`config.mk`:
```
export PLATFORM = sky130hd
export DESIGN_NAME = temp_bcd_encoder_flat
export DESIGN_NICKNAME = d
export VERILOG_FILES = /design/src/rtl/temp_bcd_encoder_if.sv /design/src/rtl/temp_bcd_encoder.sv /design/src/flat_wrapper.sv
export SDC_FILE = /design/constraint.sdc
export NUM_CORES = 1
export LEC_CHECK = 0
export BUFFER_PORTS_ARGS = -buffer_cell sky130_fd_sc_hd__buf_4
export CORE_AREA = 2 2 73 75
export CTS_CLUSTER_DIAMETER = 40
export DETAILED_ROUTE_END_ITERATION = 10
export DIE_AREA = 0 0 75 77
export MAX_ROUTING_LAYER = met4
export PLACE_DENSITY = 0.78
export SETUP_SLACK_MARGIN = 0.05
export SLEW_MARGIN = 20
export SYNTH_ARGS = -nofsm -noshare
export SYNTH_HDL_FRONTEND = slang
export SYNTH_SLANG_ARGS = --single-unit
```
`constraint.sdc`:
```
create_clock -name CLOCK_50 -period 2.6 [get_ports CLOCK_50]
set_clock_uncertainty 0.2 [all_clocks]
set_input_delay 0.65 -clock CLOCK_50 [delete_from_list [all_inputs] [get_ports CLOCK_50]]
set_output_delay 0.65 -clock CLOCK_50 [all_outputs]
set_load 0.1 [all_outputs]
```
`src/rtl/temp_bcd_encoder_if.sv`:
```
// -----------------------------------------------------------------------------
// temp_bcd_encoder_if
// Sample-in / result-out bundle between the sensor front end, the BCD encoder
// and the display controller.
//   IN_VALID  : sample on IN_TEMP/SET_TEMP is valid        (master -> slave)
//   IN_READY  : encoder can accept a sample this cycle       (slave -> master)
//   IN_TEMP   : unsigned binary temperature, degF            (master -> slave)
//   SET_TEMP  : unsigned binary setpoint, degF               (master -> slave)
//   TEMP_F    : packed BCD {hund[1:0], tens[3:0], ones[3:0]} (slave -> master)
//   STATUS    : 00 in band, 01 low, 10 high, 11 no data/over (slave -> master)
//   OUT_VALID : one-cycle pulse, TEMP_F/STATUS just updated  (slave -> master)
// -----------------------------------------------------------------------------
interface temp_bcd_encoder_if;
   logic       IN_VALID;
   logic       IN_READY;
   logic [9:0] IN_TEMP;
   logic [9:0] SET_TEMP;
   logic [9:0] TEMP_F;
   logic [1:0] STATUS;
   logic       OUT_VALID;

   // encoder side
   modport slave (
      input  IN_VALID, IN_TEMP, SET_TEMP,
      output IN_READY, TEMP_F, STATUS, OUT_VALID
   );

   // sample source / result consumer side
   modport master (
      output IN_VALID, IN_TEMP, SET_TEMP,
      input  IN_READY, TEMP_F, STATUS, OUT_VALID
   );
endinterface

```
`src/rtl/temp_bcd_encoder.sv`:
```
// -----------------------------------------------------------------------------
// temp_bcd_encoder
// Accepts a binary temperature sample over valid/ready, converts it to packed
// BCD with a one-bit-per-cycle double-dabble, and classifies it against the
// setpoint. One sample per 12 cycles: accept edge, 10 shift edges, 1 publish.
// Ports:
//   CLOCK_50 : system clock, rising edge
//   RESET_N  : asynchronous active-low reset
//   bus      : temp_bcd_encoder_if.slave (handshake, sample, BCD result, status)
// Parameters:
//   BAND     : half-width of the in-band window around the setpoint (0..63)
//   MAX_TEMP : largest representable temperature, larger samples clamp (<=399)
// -----------------------------------------------------------------------------
module temp_bcd_encoder #(
   parameter int BAND     = 2,
   parameter int MAX_TEMP = 399
) (
   input  logic                  CLOCK_50,
   input  logic                  RESET_N,
   temp_bcd_encoder_if.slave     bus
);

   typedef enum logic [1:0] {IDLE, CONV, DONE} state_t;

   localparam logic [9:0]  MAX_T  = 10'(MAX_TEMP);
   localparam logic [10:0] BAND_W = 11'(BAND);

   state_t      state, state_nxt;
   logic [9:0]  bin;          // binary operand, shifted out MSB first
   logic [9:0]  bcd;          // BCD accumulator, hundreds digit needs only 2 bits
   logic [9:0]  bcd_adj;
   logic [3:0]  cnt;
   logic [1:0]  pend_status;
   logic [9:0]  temp_f_q;
   logic [1:0]  status_q;
   logic        out_valid_q;
   logic        in_ready;
   logic        accept;
   logic        over;
   logic [9:0]  v_clamp;
   logic [10:0] lo_sum, hi_sum;
   logic [1:0]  status_calc;

   assign bus.IN_READY  = in_ready;
   assign bus.TEMP_F    = temp_f_q;
   assign bus.STATUS    = status_q;
   assign bus.OUT_VALID = out_valid_q;

   assign accept = bus.IN_VALID && in_ready;

   // ---------------- sample clamp and status classification ----------------
   // 11-bit sums so neither v+BAND nor SET_TEMP+BAND can wrap, and the
   // comparison is written as v+BAND < SET so a small setpoint never underflows.
   always_comb begin
      over        = (bus.IN_TEMP > MAX_T);
      v_clamp     = over ? MAX_T : bus.IN_TEMP;
      lo_sum      = {1'b0, v_clamp} + BAND_W;
      hi_sum      = {1'b0, bus.SET_TEMP} + BAND_W;
      status_calc = 2'b00;
      if (over)                             status_calc = 2'b11;
      else if (lo_sum < {1'b0, bus.SET_TEMP}) status_calc = 2'b01;
      else if ({1'b0, v_clamp} > hi_sum)    status_calc = 2'b10;
   end

   // ---------------- double-dabble add-3 step ----------------
   // Hundreds digit tops out at 3 (v <= 399) so it never needs the add-3.
   always_comb begin
      bcd_adj = bcd;
      for (int i = 0; i < 2; i++) begin
         if (bcd[4*i +: 4] >= 4'd5) bcd_adj[4*i +: 4] = bcd[4*i +: 4] + 4'd3;
      end
   end

   // ---------------- FSM ----------------
   always_ff @(posedge CLOCK_50 or negedge RESET_N) begin
      if (!RESET_N) state <= IDLE;
      else          state <= state_nxt;
   end

   always_comb begin
      state_nxt = state;
      in_ready  = 1'b0;
      case (state)
         IDLE: begin
            in_ready = 1'b1;
            if (bus.IN_VALID) state_nxt = CONV;
         end
         CONV:    if (cnt == 4'd9) state_nxt = DONE;  // 10th shift this edge
         DONE:    state_nxt = IDLE;
         default: state_nxt = IDLE;
      endcase
   end

   // ---------------- datapath ----------------
   always_ff @(posedge CLOCK_50 or negedge RESET_N) begin
      if (!RESET_N) begin
         bin         <= '0;
         bcd         <= '0;
         cnt         <= '0;
         pend_status <= 2'b11;
         temp_f_q    <= '0;
         status_q    <= 2'b11;
         out_valid_q <= 1'b0;
      end else begin
         out_valid_q <= 1'b0;
         case (state)
            IDLE: if (accept) begin
               bin         <= v_clamp;
               bcd         <= '0;
               cnt         <= '0;
               pend_status <= status_calc;
            end
            CONV: begin
               {bcd, bin} <= {bcd_adj[8:0], bin, 1'b0};
               cnt        <= cnt + 4'd1;
            end
            DONE: begin
               temp_f_q    <= bcd;
               status_q    <= pend_status;
               out_valid_q <= 1'b1;
            end
            default: ;
         endcase
      end
   end

endmodule

```
`src/flat_wrapper.sv`:
```
// flat-port wrapper written by rule: the top's interface ports become plain ports
module temp_bcd_encoder_flat 
#(
   parameter int BAND     = 2,
   parameter int MAX_TEMP = 399
)
  (CLOCK_50, RESET_N, bus_IN_VALID, bus_IN_TEMP, bus_SET_TEMP, bus_IN_READY, bus_TEMP_F, bus_STATUS, bus_OUT_VALID);
  temp_bcd_encoder_if bus_i ();
  input  logic CLOCK_50;
  input  logic RESET_N;
  input wire logic [$bits(bus_i.IN_VALID)-1:0] bus_IN_VALID;
  input wire logic [$bits(bus_i.IN_TEMP)-1:0] bus_IN_TEMP;
  input wire logic [$bits(bus_i.SET_TEMP)-1:0] bus_SET_TEMP;
  output wire logic [$bits(bus_i.IN_READY)-1:0] bus_IN_READY;
  output wire logic [$bits(bus_i.TEMP_F)-1:0] bus_TEMP_F;
  output wire logic [$bits(bus_i.STATUS)-1:0] bus_STATUS;
  output wire logic [$bits(bus_i.OUT_VALID)-1:0] bus_OUT_VALID;
  assign bus_i.IN_VALID = bus_IN_VALID;
  assign bus_i.IN_TEMP = bus_IN_TEMP;
  assign bus_i.SET_TEMP = bus_SET_TEMP;
  assign bus_IN_READY = bus_i.IN_READY;
  assign bus_TEMP_F = bus_i.TEMP_F;
  assign bus_STATUS = bus_i.STATUS;
  assign bus_OUT_VALID = bus_i.OUT_VALID;
  temp_bcd_encoder #(.BAND(BAND), .MAX_TEMP(MAX_TEMP)) u_core (.CLOCK_50(CLOCK_50), .RESET_N(RESET_N), .bus(bus_i));
endmodule
```
==> impl_metrics.ini <==
[cts]
htree_levels = 2
cts_hold_buf = 0
clockBufferDepth = 2
clkTransAtPathRegs_ps = 80
cts-buffers-inserted = 5
clock_sinks = 41
cts_root_buffer = clkbuf_8
cts_tree = yes
clock_latency_ps = 290

[placement]
portBuffers = 36
dp_slack_ps = -543
hpwl_um = 4120
gp_congestion = 0.872

[yosys]
async_flop_share = 1.00
syn_area_sq_um = 2570
yosysMostFrequentCell = dfrtp_1
synth_edf_count = 0
synth_top_cell_by_area = dfrtp_1
postSynthAreaPerCell_sq_um = 9.37
ys_top_cells_by_count = 37 x dfrtp_1, 26 x ha_1, 26 x nand2_1
ys.flop_type = dfrtp_1
synthDistinctLibCells = 47
synth_area_leaders = dfrtp_1 36%, ha_1 13%, xnor2_1 4.4%
netlist_instances = 274
synth.top_cell.area_share = 0.361
ys_seq_elements = 41
ys_warn_count = 0
seq_area_frac_synth = 0.402

[power_and_ir_drop]
p_per_area_nw_per_um2 = 1040
internal_power_uw = 1710
p_leak_uw = 0.00158
power_frac_seq = 0.336
netSwitchingFraction = 0.495
p_sw_uw = 1680
ir_drop_mv = 0.624
power_frac_clock = 0.124
power_frac_comb = 0.540

[drt]
drtIter0Drc = 96
drt_drc_violations_left = 0
drt_wl_total_um = 5590
avgViaCountPerCell = 5.39
drt.antenna.violating_nets = 0
first_pass_iters = 4
wl_per_cell_um = 13.7
vias = 2204

[timing]
period_share = 1.08
fin_ws_ps = -210
rsz0062_at_grt = yes
slew_viol_final = 0
tightest_slew_ps = 765
hold_violations = 0
layout_min_cycle_time_ps = 2810
max_freq_ghz = 0.356
finalSetupViolCount = 2
relSlewSlack = 0.488

[critical_path]
crit_path_start_kind = input pin
crit_path_end_kind = flop
critPathLaunch = bus_IN_TEMP[6]
rrSetupSlack_ps = 760
cp_data_arrival_time_ps = 2810
cp_data_required_time_ps = 2600
crit_type = input pin to flop
reg2reg_depth = 7
r2r_start = u_core.bcd[0]
crit_fanout = 3

[status]
violations = negative setup slack
status = finished, violations left

[global_route]
grt_antenna_before_repair = 0
grt_pass1_wl_um = 9900
first_global_vias = 2246
grt_overflow_total = 0
track_usage = 0.226
grt_max_degree = 42

[layout]
layout-drive-gt1-share = 0.295
area_growth_pct = 26.6
utilization = 0.653
layout.nets = 388
fillers = 406
diodes = 0

[worst_hold_path]
hold_path_class = input pin to asynchronous set/reset pin

[floorplan]
start_util = 0.516
die_w_um = 75
dieArea_sq_um = 5780
rows = 26
die_y_um = 77
coreArea_sq_um = 4980
ios = 37

[flow_run]
drv_cap = 0
kinds of logic after synthesis:
kind of cell             Yosys count  share of synthesized area
adder cells (fa/ha/maj)           27                      0.131
XOR/XNOR                          17                     0.0580
other                              1                    0.00146
AO/OA/AOI/OAI                     64                      0.161
AND/OR/NAND/NOR                   85                      0.164
multiplexers                       8                     0.0351
buffers and inverters             31                     0.0468
flip-flops                        41                      0.402
flip-flops by register name, summed over array words and instances (netlist names):
name,cells
u_core.bcd,10
u_core.cnt,4
u_core.bin,10
u_core.bus.OUT_VALID,1
u_core.bus.STATUS,2
u_core.bus.TEMP_F,10
u_core.state,2
u_core.pend_status,2
critical path, stage by stage:
cell	delay, ps
buf_8	100
o311ai_4	280
nand2b_1	120
nor2_2	120
inv_2	60
ha_4	160
nand3_2	60
xor2_1	150
nor2_1	60
ha_1	280
and4_1	190
o221ai_2	90
a31oi_1	180
nor2_1	70
o31ai_1	220
per-stage QoR:
step | hold slack (ps) | total power, uW | setup TNS [ps] | cell area, sq um | std cells
floorplan | 154 | 2530 | -704 | 2590 | 275
global placement | 258 | 2900 | -886 | 3120 | 399
detailed placement | 267 | 2960 | -1000 | 3120 | 399
CTS | 144 | 3400 | -305 | 3240 | 409
global route | 157 | 3650 | -632 | 3250 | 409
finish | 126 | 3380 | -330 | 3250 | 409
final cells by class:
class / instances / area [sq um] / area share
Clock inverter: 1 / 7.51 / 0.00231
Multi-Input combinational cell: 203 / 1450 / 0.446
Timing Repair Buffer: 66 / 507 / 0.156
Tap cell: 70 / 87.6 / 0.0270
Sequential cell: 41 / 1030 / 0.317
Inverter: 22 / 82.6 / 0.0254
Clock buffer: 6 / 82.6 / 0.0254
power groups by stage:
| stage | Combinational, uW | Sequential (uW) | Clock (uW) |
|---|---|---|---|
| after floorplan | 777 | 1750 | 0 |
| after global placement | 1770 | 1130 | 0 |
| after detailed placement | 1820 | 1140 | 0 |
| after CTS | 1840 | 1130 | 431 |
| after global routing | 2000 | 1180 | 465 |
| final | 1830 | 1130 | 421 |
cells in the final DEF, fill, tap and decap left out, drive strengths merged, types with 2 or more instances in the layout:
cell type  Yosys  layout
and3           2       2
xor2           4       4
a211o          2       2
a21oi          7       7
nor3           5       5
clkbuf         6       6
dfrtp         37      37
dfstp          4       4
or2            3       3
a211oi         2       2
o21ai         31      31
mux2           8       8
nand2b         5       5
o31ai          2       2
ha            26      26
inv           22      22
conb           1       2
nor2          15      15
a21o           2       2
nand2         28      28
buf            3      66
o32ai          2       2
nor2b          2       2
and4           3       3
a31oi          2       2
nand3         15      15
a22oi          6       6
nand4          5       5
xnor2         13      13
metal layers:
metal  GRT usage  share of wire  vias up
met3      0.0578          0.048       14
met1       0.276           0.43     1041
met4      0.0804          0.023        0
met2       0.358           0.50       57
met5           -              0        -
li1            -              -     1092
timing repair:
action / 4_1_cts / 5_1_grt
resized for setup: 4 / 1
buffers inserted: 3 / 0
endpoints found under the setup margin: 2 / 2
pin swaps: 10 / 2
worst paths after layout:
check | to
worst max register to register | u_core.bcd[2]
worst max-delay path | u_core.pend_status[1]
max in group asynchronous | u_core.bus.STATUS[0]
worst min-delay path | u_core.bus.TEMP_F[5]
min in group CLOCK_50 | u_core.cnt[3]
worst min register to register | u_core.cnt[3]
No activity file was read; power rests on OpenSTA's default activity.
